File: src/rtl/program_memory_loader.sv
// Writable program memory for the CPU fetch port, loaded from a streamed,
// length-prefixed, checksummed image. Addresses not covered by the image
// are filled with FILL_WORD (NOP). While a load runs, the CPU sees FILL_WORD.
module program_memory_loader #(
  parameter int                    DATA_WIDTH = 8,
  parameter int                    ADDR_WIDTH = 8,
  parameter logic [DATA_WIDTH-1:0] FILL_WORD  = 8'h70
) (
  input  logic                  program_clk,
  input  logic                  reset,
  input  logic [ADDR_WIDTH-1:0] address_bus,
  output logic [DATA_WIDTH-1:0] data_bus,
  input  logic                  load_start,
  input  logic [DATA_WIDTH-1:0] load_data,
  input  logic                  load_valid,
  output logic                  load_ready,
  output logic                  load_busy,
  output logic                  load_done,
  output logic                  load_error,
  output logic [ADDR_WIDTH:0]   load_count
);

  localparam int                  DEPTH     = 2 ** ADDR_WIDTH;
  localparam logic [ADDR_WIDTH:0] DEPTH_CNT = (ADDR_WIDTH + 1)'(DEPTH);

  typedef enum logic [2:0] {
    S_IDLE,
    S_LEN,
    S_DATA,
    S_CHK,
    S_FILL,
    S_DONE
  } state_t;

  // Word counter increments but never passes DEPTH.
  function automatic logic [ADDR_WIDTH:0] sat_inc(input logic [ADDR_WIDTH:0] v);
    return (v == DEPTH_CNT) ? v : v + 1'b1;
  endfunction

  logic [DATA_WIDTH-1:0] mem_q [DEPTH];

  state_t                state_q;
  logic [ADDR_WIDTH-1:0] ptr_q;
  logic [DATA_WIDTH-1:0] sum_q;
  logic [ADDR_WIDTH:0]   n_q;
  logic [ADDR_WIDTH:0]   count_q;
  logic                  busy_q;
  logic                  done_q;
  logic                  err_q;
  logic                  err_pend_q;

  logic                  xfer;
  logic [ADDR_WIDTH-1:0] ptr_d;
  logic [DATA_WIDTH-1:0] sum_d;
  logic [ADDR_WIDTH:0]   count_d;
  logic [ADDR_WIDTH:0]   len_d;
  logic                  mem_we;
  logic [DATA_WIDTH-1:0] mem_wdata;

  // Stream handshake and next-value arithmetic for the loader registers.
  always_comb begin
    load_ready = (state_q == S_LEN) || (state_q == S_DATA) || (state_q == S_CHK);
    xfer       = load_valid && load_ready;
    ptr_d      = ptr_q + 1'b1;
    sum_d      = sum_q + load_data;
    count_d    = sat_inc(count_q);
    // A length field of zero encodes a full-depth image.
    len_d      = (load_data[ADDR_WIDTH-1:0] == '0) ? DEPTH_CNT
                                                   : {1'b0, load_data[ADDR_WIDTH-1:0]};
    // No memory write on a reset edge, so an aborted load keeps exactly
    // the words accepted before the reset.
    mem_we     = reset && (((state_q == S_DATA) && xfer) || (state_q == S_FILL));
    mem_wdata  = (state_q == S_FILL) ? FILL_WORD : load_data;
  end

  // Single write port shared by image data and fill words; contents survive reset.
  always_ff @(posedge program_clk) begin
    if (mem_we) begin
      mem_q[ptr_q] <= mem_wdata;
    end
  end

  // Loader FSM with registered busy/done/error/count outputs.
  always_ff @(posedge program_clk) begin
    if (!reset) begin
      state_q    <= S_IDLE;
      ptr_q      <= '0;
      sum_q      <= '0;
      n_q        <= '0;
      count_q    <= '0;
      busy_q     <= 1'b0;
      done_q     <= 1'b0;
      err_q      <= 1'b0;
      err_pend_q <= 1'b0;
    end else begin
      done_q <= 1'b0;
      case (state_q)
        S_IDLE: begin
          if (load_start) begin
            state_q <= S_LEN;
            ptr_q   <= '0;
            sum_q   <= '0;
            count_q <= '0;
            err_q   <= 1'b0;
            busy_q  <= 1'b1;
          end
        end
        S_LEN: begin
          if (xfer) begin
            n_q     <= len_d;
            state_q <= S_DATA;
          end
        end
        S_DATA: begin
          if (xfer) begin
            ptr_q   <= ptr_d;
            sum_q   <= sum_d;
            count_q <= count_d;
            if (count_d == n_q) begin
              state_q <= S_CHK;
            end
          end
        end
        S_CHK: begin
          if (xfer) begin
            err_pend_q <= (load_data != sum_q);
            // Full-depth image: pointer already wrapped, nothing to fill.
            if (n_q == DEPTH_CNT) begin
              state_q <= S_DONE;
              busy_q  <= 1'b0;
              done_q  <= 1'b1;
              err_q   <= (load_data != sum_q);
            end else begin
              state_q <= S_FILL;
            end
          end
        end
        S_FILL: begin
          ptr_q <= ptr_d;
          if (ptr_q == '1) begin
            state_q <= S_DONE;
            busy_q  <= 1'b0;
            done_q  <= 1'b1;
            err_q   <= err_pend_q;
          end
        end
        S_DONE: begin
          state_q <= S_IDLE;
        end
        default: begin
          state_q <= S_IDLE;
        end
      endcase
    end
  end

  assign load_busy  = busy_q;
  assign load_done  = done_q;
  assign load_error = err_q;
  assign load_count = count_q;
  assign data_bus   = busy_q ? FILL_WORD : mem_q[address_bus];

endmodule
File: config.mk
export PLATFORM = sky130hd
export DESIGN_NAME = program_memory_loader
export DESIGN_NICKNAME = d
export VERILOG_FILES = /design/src/rtl/program_memory_loader.sv
export SDC_FILE = /design/constraint.sdc
export NUM_CORES = 2
export LEC_CHECK = 0
export ABC_CLOCK_PERIOD_IN_PS = 9250
export CAP_MARGIN = 0
export CORE_MARGIN = 2
export CORE_UTILIZATION = 68
export CTS_BUF_LIST = sky130_fd_sc_hd__clkbuf_16
export DETAILED_ROUTE_END_ITERATION = 7
export DONT_BUFFER_PORTS = 1
export PLACE_DENSITY_LB_ADDON = 0.15
export SLEW_MARGIN = 0
export SYNTH_ARGS = -nofsm -noshare
export SYNTH_HDL_FRONTEND = slang
export SYNTH_SLANG_ARGS = --single-unit
File: constraint.sdc
create_clock -name program_clk -period 9.25 [get_ports program_clk]
set_input_delay 1.85 -clock program_clk [delete_from_list [all_inputs] [get_ports program_clk]]
set_output_delay 1.85 -clock program_clk [all_outputs]
set_load 0.005 [all_outputs]
; ---- Word-level counts from Yosys, hierarchy flattened
; Memories as Yosys holds them, arrays and structs flattened.
; Cells that the tools add are included.
[classes]
mux = 36
n_addsub = 3
n_reduce_logical = 17
n_eq_ne = 16
[op_table]
columns = cell, n
row1 = $mux 8, 5
row2 = $mux 9, 4
row3 = $pmux 8 s3, 1
row4 = $eq 9x9->1 const B, 2
row5 = $mux 3, 6
row6 = $pmux 9 s2, 1
row7 = $pmux 8 s2, 1
row8 = $pmux 3 s5, 1
row9 = $mux 1, 14
row10 = $add 9x1->9 const B, 1
row11 = $eq 9x9->1, 1
row12 = $add 8x1->8 const B, 1
row13 = $add 8x8->8, 1
row14 = $eq 8x8->1 const B, 1
row15 = $logic_not 8->1, 1
row16 = $ne 2x2->1 const B, 4
row17 = $ne 8x8->1, 1
row18 = $eq 3x2->1 const B, 2
row19 = $ne 2x1->1 const B, 3
row20 = $pmux 1 s3, 2
row21 = $reduce_and 3->1, 2
row22 = $reduce_and 6->1, 1
row23 = $reduce_bool 3->1, 2
row24 = $reduce_and 5->1, 1
row25 = other kinds (8), 13
[totals]
word_cells = 82
output_inout_bits = 21
mem_count = 1
mem_bits_rw = 2048
register_bits = 41
[memory_table]
columns = name, words, width, read_ports, rd_ports_with_merged_regs, write_ports, line
row1 = mem_q, 256, 8, 1, 0, 1, 40  ; logic [DATA_WIDTH-1:0] mem_q [DEPTH];

; ---- Depth between registers and ports, before layout
[logic_depth]
word_depth = 9
ltp_mapped = 10
depth_no_buf = 9

; ---- Worst setup path before layout
; OpenSTA, ideal clock, no wires.
[synth_path]
path_type = in2reg
startpoint = in load_data[4]
endpoint = mem mem_q[0][4] (data pin)
path_buffers = 0
t_required_ps = 8346
t_arrival_ps = 5272
slack_ps = 3074
stages = 1
cell_sequence = nand2b_1
[synth_between]
elab_chain_len = 1
[synth_lines]
columns = item, line
row1 = start: declaration, 14  ; input logic [DATA_WIDTH-1:0] load_data,
row2 = $mux 8, 73  ; mem_wdata = (state_q == S_FILL) ? FILL_WORD : load_data;
row3 = end: declaration, 40
; Every way passes these cells.

; ---- Final worst setup path
[layout_path]
startpoint = in address_bus[0]
endpoint = out data_bus[5]
[layout_between]
elab_chain_len = 2
[layout_lines]
columns = item, line
row1 = start: declaration, 11  ; input logic [ADDR_WIDTH-1:0] address_bus,
row2 = $mem_v2 256x8, -
row3 = $mux 8, 161  ; assign data_bus = busy_q ? FILL_WORD : mem_q[address_bus];
row4 = end: declaration, 12  ; output logic [DATA_WIDTH-1:0] data_bus,
; Every way passes these cells.

==> key figures <==
Run status
  • Status: complete, but fails checks
  • Failing checks: max-slew violations

Clocking
  • Clk sink count: 2089
  • TritonCTS clock tree: done
  • Post-CTS Setup Bufs: 0
  • Cts hold-fix bufs: 0
  • Deepest clock path buffer count: 3
  • Clk Latency, worst-skew pair: 840 ps
  • H-Tree Depth: 4
  • CTS Root Cell: clkbuf_16
  • Clk slew on worst S/H paths: 60 ps
  • Post_cts resized: 0
  • Cts bufs inserted: 196

Global routing
  • Largest net degree at the start of global routing: 513
  • Congestion Overflow GR: 0
  • Vias in the first global route: 40.0k
  • GRT Overall Usage: 31.6%
  • First-pass GRT wire length: 275 mm
  • Antenna violations before repair: 0

STA
  • Max-slew violations: 436
  • Slew @ Worst Pin: 2200 ps
  • Final period util: 82.8%
  • Setup_tns: 0 ps
  • Clk_skew: 26.1 ps
  • Final Critical Period: 7660 ps
  • Final hold vios: 0
  • RSZ-0062 raised after global routing: false
  • Max-slew headroom: -46.4%
  • Max frequency: 131 MHz
  • Final setup violation count: 0

Critical path
  • CP arrival: 5810 ps
  • Worst stage delay on the critical path: 1220 ps
  • Kind of critical path: input port to output port
  • Worst setup SP type: input port
  • Worst-path cell chain: mux4_2 > mux2i_1 > a21oi_1 > o21ai_0 > nand4_1 > o22a_1
  • Worst Path Max Fanout: 512
  • Worst EP required: 7400 ps
  • CP max-delay cell: mux4_2
  • Worst Setup End Kind: output port

Final layout
  • Final core occ: 74.5%
  • Final cell count without fillers: 5732
  • Fillers: 6374
  • NumNets Final: 3988
  • Layout cells sized above 1: 21.8%
  • Post-route cell area: 89000 sq um
  • Synth-to-Final Area Change: 9.14%

Synthesis
  • Mux contribution to synthesized area: 15.9%
  • Synth Net Count: 3983
  • Primary FF master, synth: edfxtp_1
  • Post-synth EDFFs: 2048
  • Area share of and/or/nand/nor cells after synthesis: 3.37%
  • Synth area leader: edfxtp_1
  • Combinational family with the most area after synthesis: multiplexers
  • List of most frequent post-synthesis cells: edfxtp_1, mux4_2, nor2_1
  • Post-Synth XOR/XNOR Area: 0.301%
  • Sequential share of the synthesized area: 76.5%
  • FF+latch count, synth: 2089
  • Complex-gate fraction of the synthesized area: 2.41%
  • Syn Inst Count: 3949
  • Syn avg cell area: 20.6 sq um
  • Synthesis Warnings: 0
  • Synth unique cells: 62
  • Post-synth design cell area: 81500 sq um
  • Synth Area in Adders: 0.224%
  • Yosys top cell area share: 75.5%
  • Ys async rst share: 0%
  • Most frequent cell after synthesis: edfxtp_1
  • Top area cells in the synthesized netlist: edfxtp_1, mux4_2, nor2_1, dfxtp_1, mux2i_1

Floorplan
  • Die Width: 350 um
  • Starting Density: 68.3%
  • Cell Rows: 127
  • Chip Height: 350 um
  • Core ar.: 119000 sq um
  • I/O Pins: 41
  • Die area: 123000 sq um

Pwr
  • PwrDens: 213 nW/um^2
  • Pleak: 0.0275 uW
  • Worst vdd ir: 0.213 mV

Detailed routing
  • ANT nets after route: 0
  • Final WL: 188 mm
  • Routed vias: 39.9k
  • Detailed Route Iter0 Violations: 5730
  • DRC violations left: 0
  • Wirelength per Cell: 32.8 um
  • Drt first pass iters: 6
  • Post-DR vias/cell: 6.95

Job
  • Max_cap viols: 0

Min path
  • Hold Crit Class: flop to flop

Placement
  • HPWL after detailed placement: 105 mm
  • I/O Buffers: 0
  • GPL Wtd Cong: 0.863
  • Placed cell area: 82900 sq um
  • Placed cells: 5368
[area by class of cell]
cell class	count	area (sq um)	share of cell area, %
well taps	1612	2020	2.27
clock inverters	164	1170	1.31
diodes	3	7.51	0.00844
clock buffers	197	4930	5.54
repair buffers	39	355	0.399
flip-flops and latches	2089	62300	70.1
inverters	10	37.5	0.0422
multi-input cells	1618	18100	20.4
[through the flow]
stage | power (uW) | hold WS, ps | setup slack (ps)
after detailed placement | 11400 | 458 | 2580
after global placement | 11400 | 450 | 2660
final | 18900 | 468 | 1590
after CTS | 19000 | 467 | 2570
after global routing | 19300 | 492 | 2290
after floorplan | 11300 | 432 | 3070
[kinds of logic after synthesis]
group,count (synthesis)
xor gates and xnor gates,28
DFF,2089
and+or+nand+nor,649
muxes,645
buffers and inverters,242
AOI/OAI and AO/OA,282
adders and majority gates,14
[final timing paths]
| path | cells after the start | slack [ps] | to | start |
|---|---|---|---|---|
| worst max-delay path | 6 | 1590 | data_bus[5] | address_bus[0] |
| worst min-delay path | 2 | 470 | sum_q[2]$_SDFFE_PN0P_ | sum_q[2]$_SDFFE_PN0P_ |
| worst max register to register | 7 | 4520 | mem_q[181][6]$_DFFE_PP_ | state_q[1]$_SDFFE_PN0P_ |
| worst min register to register | 2 | 470 | sum_q[2]$_SDFFE_PN0P_ | sum_q[2]$_SDFFE_PN0P_ |
[report_power, final]
part	switching [uW]	total (uW)	internal, uW
clock	3450	7660	4210
combinational	508	841	333
sequential	15.3	10400	10400
[cells in the final DEF, fill, tap and decap left out, types with 5 or more instances in the layout]
| cell type | Yosys | final |
|---|---|---|
| edfxtp_1 | 2048 | 2048 |
| mux4_2 | 512 | 512 |
| nor2_1 | 466 | 466 |
| clkbuf_16 | 0 | 197 |
| mux2i_1 | 71 | 71 |
| nand2_1 | 68 | 66 |
| mux2_2 | 62 | 62 |
| o22ai_1 | 62 | 62 |
| o221ai_1 | 58 | 58 |
| clkinv_1 | 0 | 57 |
| inv_1 | 10 | 54 |
| a21oi_1 | 48 | 48 |
| a211oi_1 | 45 | 45 |
| dfxtp_1 | 41 | 41 |
| buf_4 | 25 | 34 |
| clkinv_2 | 0 | 33 |
| o21ai_0 | 26 | 26 |
| nand3_1 | 19 | 19 |
| nand4_1 | 17 | 17 |
| nor3_1 | 15 | 15 |
| xnor2_1 | 15 | 15 |
| xor2_1 | 13 | 13 |
| ha_1 | 13 | 13 |
| bufinv_16 | 0 | 12 |
| nand2b_1 | 15 | 11 |
| a22oi_1 | 11 | 11 |
| nor2b_1 | 8 | 7 |
| inv_6 | 0 | 7 |
| o22a_1 | 6 | 6 |
| and2_4 | 0 | 5 |
| and3_1 | 5 | 5 |
| or3_1 | 5 | 5 |
| buf_12 | 0 | 5 |
[layer usage]
metal	wire [um]	vias up	GRT usage, %
met2	90300	2433	48.5
met3	21300	400	7.41
li1	-	16300	-
met5	0	-	0
met1	68700	20700	45.1
met4	7840	0	12.8
[flip-flops by register name, indices dropped and copies added, names as in the netlist]
| signal | count |
|---|---|
| load_done | 1 |
| load_busy | 1 |
| n_q | 9 |
| err_pend_q | 1 |
| ptr_q | 8 |
| load_count | 9 |
| mem_q | 2048 |
| state_q | 3 |
| sum_q | 8 |
| load_error | 1 |
[worst max-delay path: cells and delay by family]
| kind | cells | cell delay [ps] |
|---|---|---|
| mux | 2 | 1680 |
| compound gates | 3 | 920 |
| simple gates | 1 | 360 |
(Power assumes the default switching activity.)
